$ cat config.mk
export PLATFORM = sky130hd
export DESIGN_NAME = muldiv_unit
export DESIGN_NICKNAME = d
export VERILOG_FILES = /design/src/rtl/muldiv_pkg.sv /design/src/rtl/muldiv_unit.sv
export SDC_FILE = /design/constraint.sdc
export NUM_CORES = 1
export LEC_CHECK = 0
export CAP_MARGIN = 15
export CORE_MARGIN = 10
export CORE_UTILIZATION = 45
export DETAILED_ROUTE_END_ITERATION = 6
export REMOVE_ABC_BUFFERS = 1
export SYNTH_ARGS = -nofsm -noshare
export SYNTH_HDL_FRONTEND = slang
export SYNTH_SLANG_ARGS = --single-unit
$ cat constraint.sdc
create_clock -name clk -period 6 [get_ports clk]
set_input_delay 0.9 -clock clk [delete_from_list [all_inputs] [get_ports clk]]
set_output_delay 0.9 -clock clk [all_outputs]
set_load 0.1 [all_outputs]
$ cat src/rtl/muldiv_pkg.sv
// Purpose: shared op-codes, FSM states and helpers for the RV32M multiply/divide unit.
// Latency: n/a (types and a combinational helper only).
// Backpressure: n/a.
package muldiv_pkg;

   localparam int MD_XLEN = 32;

   // Funct7 value that marks an R-type instruction as an M-extension op
   localparam logic [6:0] MD_FUNCT7 = 7'b0000001;

   typedef enum logic [2:0] {
      MD_MUL    = 3'b000,
      MD_MULH   = 3'b001,
      MD_MULHSU = 3'b010,
      MD_MULHU  = 3'b011,
      MD_DIV    = 3'b100,
      MD_DIVU   = 3'b101,
      MD_REM    = 3'b110,
      MD_REMU   = 3'b111
   } md_op_e;

   typedef enum logic [1:0] {
      MD_IDLE = 2'd0,
      MD_CALC = 2'd1,
      MD_FIX  = 2'd2,
      MD_DONE = 2'd3
   } md_state_e;

   // Two's-complement negate
   function automatic logic [MD_XLEN-1:0] neg(input logic [MD_XLEN-1:0] v);
      return ~v + 1'b1;
   endfunction

endpackage

$ cat src/rtl/muldiv_unit.sv
// Purpose: iterative RV32M mul/div (radix-2 shift-add, restoring divide) sharing one 2*WIDTH accumulator.
// Latency: done WIDTH+2 cycles after an accepted start; 1 cycle for divide-by-zero / signed overflow.
// Backpressure: busy is high in CALC/FIX and stalls the pipeline; start while busy is ignored.
module muldiv_unit
   import muldiv_pkg::*;
#(
   parameter int WIDTH = MD_XLEN
) (
   input  logic             clk,
   input  logic             reset,
   input  logic             start,
   input  logic             flush,
   input  logic [2:0]       Funct3,
   input  logic [WIDTH-1:0] SrcA,
   input  logic [WIDTH-1:0] SrcB,
   output logic             busy,
   output logic             done,
   output logic [WIDTH-1:0] Result
);

   localparam int CNT_W = $clog2(WIDTH);
   localparam logic [WIDTH-1:0] W_MIN = {1'b1, {(WIDTH-1){1'b0}}};

   md_state_e          r_state;
   md_state_e          w_state_nxt;
   logic [2:0]         r_op;
   logic [CNT_W-1:0]   r_cnt;
   logic [2*WIDTH-1:0] r_acc;
   logic [WIDTH-1:0]   r_m;        // multiplicand (mul) or divisor (div) magnitude
   logic               r_neg;      // final result must be negated
   logic [WIDTH-1:0]   r_result;

   logic               w_accept;
   logic               w_sa, w_sb, w_neg_in;
   logic [WIDTH-1:0]   w_neg_a, w_neg_b, w_mag_a, w_mag_b;
   logic               w_special;
   logic [WIDTH-1:0]   w_special_res;

   logic [WIDTH:0]     w_mul_sum;
   logic [2*WIDTH-1:0] w_mul_step;
   logic [WIDTH:0]     w_rem_sh;
   logic [WIDTH:0]     w_diff;
   logic [2*WIDTH-1:0] w_div_step;

   logic [WIDTH-1:0]   w_lo, w_hi, w_lo_neg, w_hi_neg, w_hi_neg_rem;
   logic [WIDTH-1:0]   w_fix_res;

   assign Result = r_result;

   // Operand sign flags, magnitudes and result sign for the incoming op
   always_comb begin
      w_sa     = 1'b0;
      w_sb     = 1'b0;
      w_neg_in = 1'b0;
      case (Funct3)
         MD_MUL, MD_MULH, MD_DIV: begin
            w_sa     = SrcA[WIDTH-1];
            w_sb     = SrcB[WIDTH-1];
            w_neg_in = w_sa ^ w_sb;
         end
         MD_MULHSU: begin
            w_sa     = SrcA[WIDTH-1];
            w_neg_in = w_sa;
         end
         MD_REM: begin
            w_sa     = SrcA[WIDTH-1];
            w_sb     = SrcB[WIDTH-1];
            w_neg_in = w_sa;
         end
         default: ;
      endcase
      w_neg_a = neg(SrcA);
      w_neg_b = neg(SrcB);
      // neg(0x80000000) is 0x80000000, which is the right unsigned magnitude
      w_mag_a = w_sa ? w_neg_a : SrcA;
      w_mag_b = w_sb ? w_neg_b : SrcB;
   end

   // Divide-by-zero and signed overflow resolve without iterating
   always_comb begin
      w_special = Funct3[2] && ((SrcB == '0) ||
                  (((Funct3 == MD_DIV) || (Funct3 == MD_REM)) && (SrcA == W_MIN) && (SrcB == '1)));
      if (SrcB == '0)
         w_special_res = Funct3[1] ? SrcA : '1;
      else
         w_special_res = Funct3[1] ? '0 : W_MIN;
   end

   // One radix-2 iteration of both datapaths over the shared accumulator
   always_comb begin
      // multiply: {hi,lo} with multiplier in lo; add on lo[0], shift right
      w_mul_sum  = {1'b0, r_acc[2*WIDTH-1:WIDTH]} + (r_acc[0] ? {1'b0, r_m} : {(WIDTH+1){1'b0}});
      w_mul_step = {w_mul_sum, r_acc[WIDTH-1:1]};
      // divide: {rem,quo} with dividend in quo; shift left, trial-subtract divisor
      w_rem_sh   = r_acc[2*WIDTH-1:WIDTH-1];
      w_diff     = w_rem_sh - {1'b0, r_m};
      if (!w_diff[WIDTH])
         w_div_step = {w_diff[WIDTH-1:0], r_acc[WIDTH-2:0], 1'b1};
      else
         w_div_step = {w_rem_sh[WIDTH-1:0], r_acc[WIDTH-2:0], 1'b0};
   end

   // Sign correction and half/quotient/remainder selection used in FIX
   always_comb begin
      w_lo         = r_acc[WIDTH-1:0];
      w_hi         = r_acc[2*WIDTH-1:WIDTH];
      w_lo_neg     = neg(w_lo);
      // high half of the negated 2*WIDTH product: the carry out of ~lo+1 only reaches hi when lo is 0
      w_hi_neg     = ~w_hi + {{(WIDTH-1){1'b0}}, (w_lo == '0)};
      w_hi_neg_rem = neg(w_hi);
      w_fix_res    = w_lo;
      if (!r_op[2]) begin
         if (r_op == MD_MUL)
            w_fix_res = r_neg ? w_lo_neg : w_lo;
         else
            w_fix_res = r_neg ? w_hi_neg : w_hi;
      end else if (r_op[1]) begin
         w_fix_res = r_neg ? w_hi_neg_rem : w_hi;
      end else begin
         w_fix_res = r_neg ? w_lo_neg : w_lo;
      end
   end

   // FSM state register
   always_ff @(posedge clk) begin
      if (reset)
         r_state <= MD_IDLE;
      else
         r_state <= w_state_nxt;
   end

   // FSM next state, accept strobe and status outputs; flush overrides everything
   always_comb begin
      w_state_nxt = r_state;
      w_accept    = 1'b0;
      busy        = 1'b0;
      done        = 1'b0;
      case (r_state)
         MD_IDLE, MD_DONE: begin
            done = (r_state == MD_DONE);
            if (start && !flush) begin
               w_accept    = 1'b1;
               w_state_nxt = w_special ? MD_DONE : MD_CALC;
            end else begin
               w_state_nxt = MD_IDLE;
            end
         end
         MD_CALC: begin
            busy = 1'b1;
            if (r_cnt == CNT_W'(WIDTH-1))
               w_state_nxt = MD_FIX;
         end
         MD_FIX: begin
            busy        = 1'b1;
            w_state_nxt = MD_DONE;
         end
         default: w_state_nxt = MD_IDLE;
      endcase
      if (flush)
         w_state_nxt = MD_IDLE;
   end

   // Operand latch, iteration and result write-back; a flush freezes everything
   always_ff @(posedge clk) begin
      if (reset) begin
         r_op     <= '0;
         r_cnt    <= '0;
         r_acc    <= '0;
         r_m      <= '0;
         r_neg    <= 1'b0;
         r_result <= '0;
      end else if (!flush) begin
         if (w_accept) begin
            r_op  <= Funct3;
            r_neg <= w_neg_in;
            r_cnt <= '0;
            if (Funct3[2]) begin
               r_acc <= {{WIDTH{1'b0}}, w_mag_a};
               r_m   <= w_mag_b;
            end else begin
               r_acc <= {{WIDTH{1'b0}}, w_mag_b};
               r_m   <= w_mag_a;
            end
            if (w_special)
               r_result <= w_special_res;
         end else if (r_state == MD_CALC) begin
            r_acc <= r_op[2] ? w_div_step : w_mul_step;
            r_cnt <= r_cnt + 1'b1;
         end else if (r_state == MD_FIX) begin
            r_result <= w_fix_res;
         end
      end
   end

endmodule

**After elaboration in Yosys (flattened, before gate mapping)**

Index checks and enable logic that the tools add are counted.

- Register bits: 139
- Output and inout port bits: 34
- Logic and storage cells: 93

- Add/sub/neg operators: 8
- Equality and inequality tests: 13
- Mux-type cells: 35
- Bitwise operators: 6
- Reductions and logical operators: 24

Operator list:

| cell | count |
|---|---|
| 32-bit two-way mux | 18 |
| 64-bit two-way mux | 4 |
| 32-bit by 1-bit adder with 32-bit output, second input constant | 4 |
| 32-bit NOT | 4 |
| 32-bit == test, second input constant | 2 |
| 32-bit logical NOT | 2 |
| 32-bit by 32-bit adder with 33-bit output | 1 |
| 33-bit by 32-bit subtractor with 33-bit output | 1 |
| 32-bit by 1-bit adder with 32-bit output | 1 |
| 5-bit two-way mux | 2 |
| 2-bit OR reduction | 4 |
| 3-bit == test, second input constant | 2 |
| 3-bit logical NOT | 2 |
| 1-bit two-way mux | 6 |
| 2-bit two-way mux | 3 |
| 2-bit case mux with 3 select lines | 1 |
| 5-bit by 1-bit adder with 5-bit output, second input constant | 1 |
| 5-bit == test, second input constant | 1 |
| 5-bit OR reduction | 1 |
| 2-bit == test, second input constant | 2 |
| 1-bit logical AND | 4 |
| 2-bit != test, second input constant | 2 |
| 2-bit AND reduction | 2 |
| 4-bit AND reduction | 1 |
| other kinds (13) | 15 |

**Longest topological paths before layout**

- Word-level depth: 9
- Mapped depth: 18
- Depth with buffers taken out: 16

**Least setup slack after synthesis**

Ideal clock, no wire load.

- Kind: register -> register
- Start: register r_acc[0]
- End: register r_result[13], in the netlist Result[13]
- Setup time: 0.137 ns
- Arrival time: 3.850 ns
- Required time: 5.863 ns
- Path slack: 2.013 ns
- Cell stages (with the launch flop): 19
- Path buffers: 2
- Cells stage by stage: dfxtp_1 clkbuf_1 inv_1 clkbuf_1 ha_1 and2_1 nand4_1 or2_2 nor3_1 ha_1 inv_1 o41ai_1 a21boi_0 xor2_1 nor2_1 o21ai_0 o21ai_0 nor2b_1 a211oi_1

- Longest elaborated chain between the ends: 8

Ends and longest elaborated chain:

| item | RTL line | source |
|---|---|---|
| start: declaration | muldiv_unit.sv:28 | `logic [2*WIDTH-1:0] r_acc;` |
| start signal: assignment | muldiv_unit.sv:178 | `r_acc <= {{WIDTH{1'b0}}, w_mag_a};` |
| start signal: assignment | muldiv_unit.sv:181 | `r_acc <= {{WIDTH{1'b0}}, w_mag_b};` |
| start signal: assignment | muldiv_unit.sv:187 | `r_acc <= r_op[2] ? w_div_step : w_mul_step;` |
| 32-bit logical NOT / 32-bit NOT (equally long branches) | muldiv_unit.sv:109, muldiv_pkg.sv:31 |  |
| 32-bit by 1-bit adder with 32-bit output, on equally long branches | muldiv_unit.sv:109, muldiv_pkg.sv:31 |  |
| 32-bit two-way mux, on equally long branches | muldiv_unit.sv:116, muldiv_unit.sv:114, muldiv_unit.sv:120 |  |
| 32-bit two-way mux, on equally long branches | muldiv_unit.sv:113, muldiv_unit.sv:117 |  |
| 32-bit two-way mux * | muldiv_unit.sv:112 | `if (!r_op[2]) begin` |
| 32-bit two-way mux * | muldiv_unit.sv:189 | `end else if (r_state == MD_FIX) begin` |
| 32-bit two-way mux * | muldiv_unit.sv:186 | `end else if (r_state == MD_CALC) begin` |
| 32-bit two-way mux * | muldiv_unit.sv:173 | `if (w_accept) begin` |
| end signal: assignment | muldiv_unit.sv:185 | `r_result <= w_special_res;` |
| end signal: assignment | muldiv_unit.sv:190 | `r_result <= w_fix_res;` |
| end: declaration | muldiv_unit.sv:31 | `logic [WIDTH-1:0] r_result;` |

Every way passes the cells marked *; elsewhere a longest branch is shown, timed or not. The select of a mux whose other input is x is not followed.
A chain may end at the register's enable or synchronous reset.

**Worst setup path in the final report**

- Start: register r_acc[0]
- End: register r_result[23], in the netlist Result[23]

Same word-level chain as after synthesis.

==> summary.txt <==
Worst hold path
  – Worst hold stages: 2
  – Min-Delay Endpoint: r_m[27]$_SDFFE_PP0P_
  – Worst hold path startpoint: r_m[27]$_SDFFE_PP0P_
  – Worst Hold Class: flip-flop to flip-flop

Timing
  – Worst slew pin tran: 1.07 ns
  – Crit share post-route: 0.866
  – Unrepaired setup endpoints after global routing: no
  – Hold_ws: 0.458 ns
  – Fmax: 0.193 GHz
  – Clock Skews: 0.0121 ns
  – Final Setup Violations: 0
  – Tmin final: 5.19 ns
  – Max-slew violations: 0
  – Final Hold Vio Count: 0
  – Setup TNS: 0 ns
  – Rel. slew slack: 0.275

Run status
  – Status: finished clean

Power and ir drop
  – Switching share of total power: 0.377
  – Clk pwr share: 0.350
  – Pint: 1.92 mW
  – Total chip power: 3.08 mW
  – Comb pwr share: 0.317
  – Maximum vdd drop: 219 uV
  – Pleak: 6.10 nW
  – Sequential Power Share: 0.333
  – Switching pwr: 1.16 mW
  – PD cells: 184 nW/um^2

GRT
  – Initial antenna violation count: 0
  – All-Layer GR Usage: 0.279
  – First-pass GRT wire length: 90700 um
  – Remaining global-route overflow: 0
  – Vias in the first global route: 15300
  – Largest net degree at the start of global routing: 83

Yosys
  – Synthesized area: 14800 sq um
  – Post-synth EDFFs: 0
  – Synth Register Bits: 139
  – Mapped Avg Cell Area: 7.04 sq um
  – Seq/Total Area, Yosys: 0.188
  – Number of synthesis warnings: 0
  – Count of cell types in the netlist: 81
  – Most numerous cell in the Yosys netlist: nand2_1
  – Async set or reset register ratio after synthesis: 0
  – Yosys top cell area share: 0.188
  – Synth area leaders: dfxtp_1 (19%), a21oi_1 (6.6%), ha_1 (6.5%), o21ai_0 (6.0%), nand2_1 (5.7%)
  – Post-Synthesis Cells: 2109
  – Area leader, netlist: dfxtp_1
  – Post-synth top flop: dfxtp_1
  – Top cells by count, synth: nand2_1 (224), nor2_1 (213), a21oi_1 (197), o21ai_0 (177), dfxtp_1 (139)

CTS
  – CTS tree: done
  – Num CTS Buffers: 17
  – Worst-skew pair later-pin latency: 0.46 ns
  – CTS clk-pin slew, worst paths: 0.06 ns
  – Setup Fix Bufs, Post-CTS: 0
  – CTS root buffer: clkbuf_16
  – Post-CTS Hold Fix Bufs: 0
  – Htree depth: 4
  – Sink Count: 139
  – CTS max path bufs: 2
  – Cts repair resizes: 0

Setup path
  – CP required: 6.31 ns
  – Crit start category: flip-flop
  – Worst R2R End: Result[23]$_SDFFE_PP0P_
  – Kind of critical path: flip-flop to flip-flop
  – Crit path from: r_acc[0]$_SDFFE_PP0P_
  – CP endpoint kind: flip-flop
  – Critical path arrival: 5.50 ns
  – Worst reg2reg setup slack: 0.81 ns
  – Reg2Reg Launch Point: r_acc[0]$_SDFFE_PP0P_
  – R2R depth: 17
  – CP max FO: 32

Finish
  – Share of cells above drive strength 1: 0.0489
  – Area delta synth->final: 12.5%
  – Fin nets: 2264
  – Fin cells: 2569
  – Area of the multi-input gates: 11200 sq um
  – Fillers: 3313
  – Diode count: 0
  – FF/Latch Area: 2790 sq um
  – Core Util, Final: 0.513

Place
  – Post-DP HPWL: 44800 um
  – Placer Congestion: 0.978
  – Placed cells: 2537
  – Buffers added on ports: 104

Route
  – Final WL: 59000 um
  – Drt pass-1 iters: 6
  – WL/cell: 23.0 um
  – Vias per Instance: 6.39
  – DRT iter0 DRCs: 1793
  – Met2 WL: 26500 um
  – Routed Antenna Nets: 0
  – Wl on met1: 26200 um
  – Vias: 16400
  – Uppermost layer routed: met4
  – Residual DRC: 0
  – Met3 routed wirelength: 4560 um

Floorplan
  – Initial Util: 0.456
  – DIE HEIGHT: 202 um
  – IO Count: 105
  – Core area: 32500 sq um
  – Die Footprint: 40600 sq um
  – # rows: 66
  – Die X: 202 um

Job
  – Max cap viols: 0
[cell usage in the layout (no fill, tap or decap), drive strengths merged, types with 70 or more instances in the layout]
| cell type | synthesis | routed |
|---|---|---|
| inv | 68 | 70 |
| clkdlybuf4s50 | 0 | 102 |
| xnor2 | 91 | 91 |
| nand2 | 225 | 225 |
| a21oi | 197 | 197 |
| xor2 | 70 | 70 |
| nor2 | 213 | 213 |
| dfxtp | 139 | 139 |
| ha | 77 | 77 |
| o21ai | 178 | 178 |
[metrics by stage]
stage / instance area, sq um / worst slack [ns]
after floorplan: 14300 / 0.907
after global placement: 16100 / 0.914
after detailed placement: 16100 / 0.919
after CTS: 16700 / 0.875
after global routing: 16700 / 0.492
final: 16700 / 0.807
[power groups by stage]
stage               registers, mW  clock network (mW)  logic, mW
finish                       1.03                1.08      0.974
global route                 1.03                1.13       1.05
global placement             1.04                   0      0.948
CTS                          1.02                1.08      0.957
floorplan                    1.05                   0      0.593
detailed placement           1.04                   0      0.952
[flip-flops by register name, indices dropped and copies added, names as in the netlist]
signal	count
r_acc	64
Result	32
r_m	32
r_cnt	5
r_op	3
r_state	2
r_neg	1
[cell families (layout without fill, tap and decap cells)]
family / after synthesis / after routing / synth area share
AO/OA/AOI/OAI: 743 / 743 / 0.324
AND/OR/NAND/NOR: 705 / 705 / 0.225
buffers and inverters: 218 / 236 / 0.0562
XOR/XNOR: 161 / 161 / 0.0950
flip-flops: 139 / 139 / 0.188
adder cells (fa/ha/maj): 79 / 79 / 0.0676
multiplexers: 64 / 64 / 0.0450
[routing by layer]
| layer | GRT usage | vias to the layer above |
|---|---|---|
| met5 | 0 | - |
| met4 | 0.0956 | 0 |
| met3 | 0.0506 | 105 |
| met2 | 0.442 | 706 |
| met1 | 0.373 | 7824 |
| li1 | - | 7770 |
[how the worst max path moves through the flow]
stage	slack (ns)	end	cells past startpoint
6_report	0.81	Result[23]$_SDFFE_PP0P_	17
5_1_grt	0.49	Result[23]$_SDFFE_PP0P_	17
4_1_cts	0.88	Result[23]$_SDFFE_PP0P_	17
3_5_place_dp	0.92	Result[23]$_SDFFE_PP0P_	17
3_3_place_gp	0.91	Result[23]$_SDFFE_PP0P_	17
2_1_floorplan	0.91	Result[4]$_SDFFE_PP0P_	5
[critical path: stages, from the launching register on]
cell      delay [ns]
dfxtp_1         0.42
inv_1           0.09
buf_4           0.35
ha_1            0.40
and2_1          0.23
nand4_1         0.22
or2_2           0.40
nor3_1          0.56
ha_1            0.29
nand2b_1        0.09
o41ai_1         0.83
nand2_1         0.29
o21ai_0         0.22
nand2_1         0.07
o21ai_0         0.29
nand4_1         0.13
o21ai_0         0.10
nor2_1          0.06
[final cells by class]
cell class | count | area share
Sequential cell | 139 | 0.167
Clock inverter | 12 | 0.00682
Timing Repair Buffer | 135 | 0.0766
Tap cell | 442 | 0.0331
Inverter | 69 | 0.0155
Clock buffer | 20 | 0.0274
Multi-Input combinational cell | 1752 | 0.673
(Power assumes the default switching activity.)
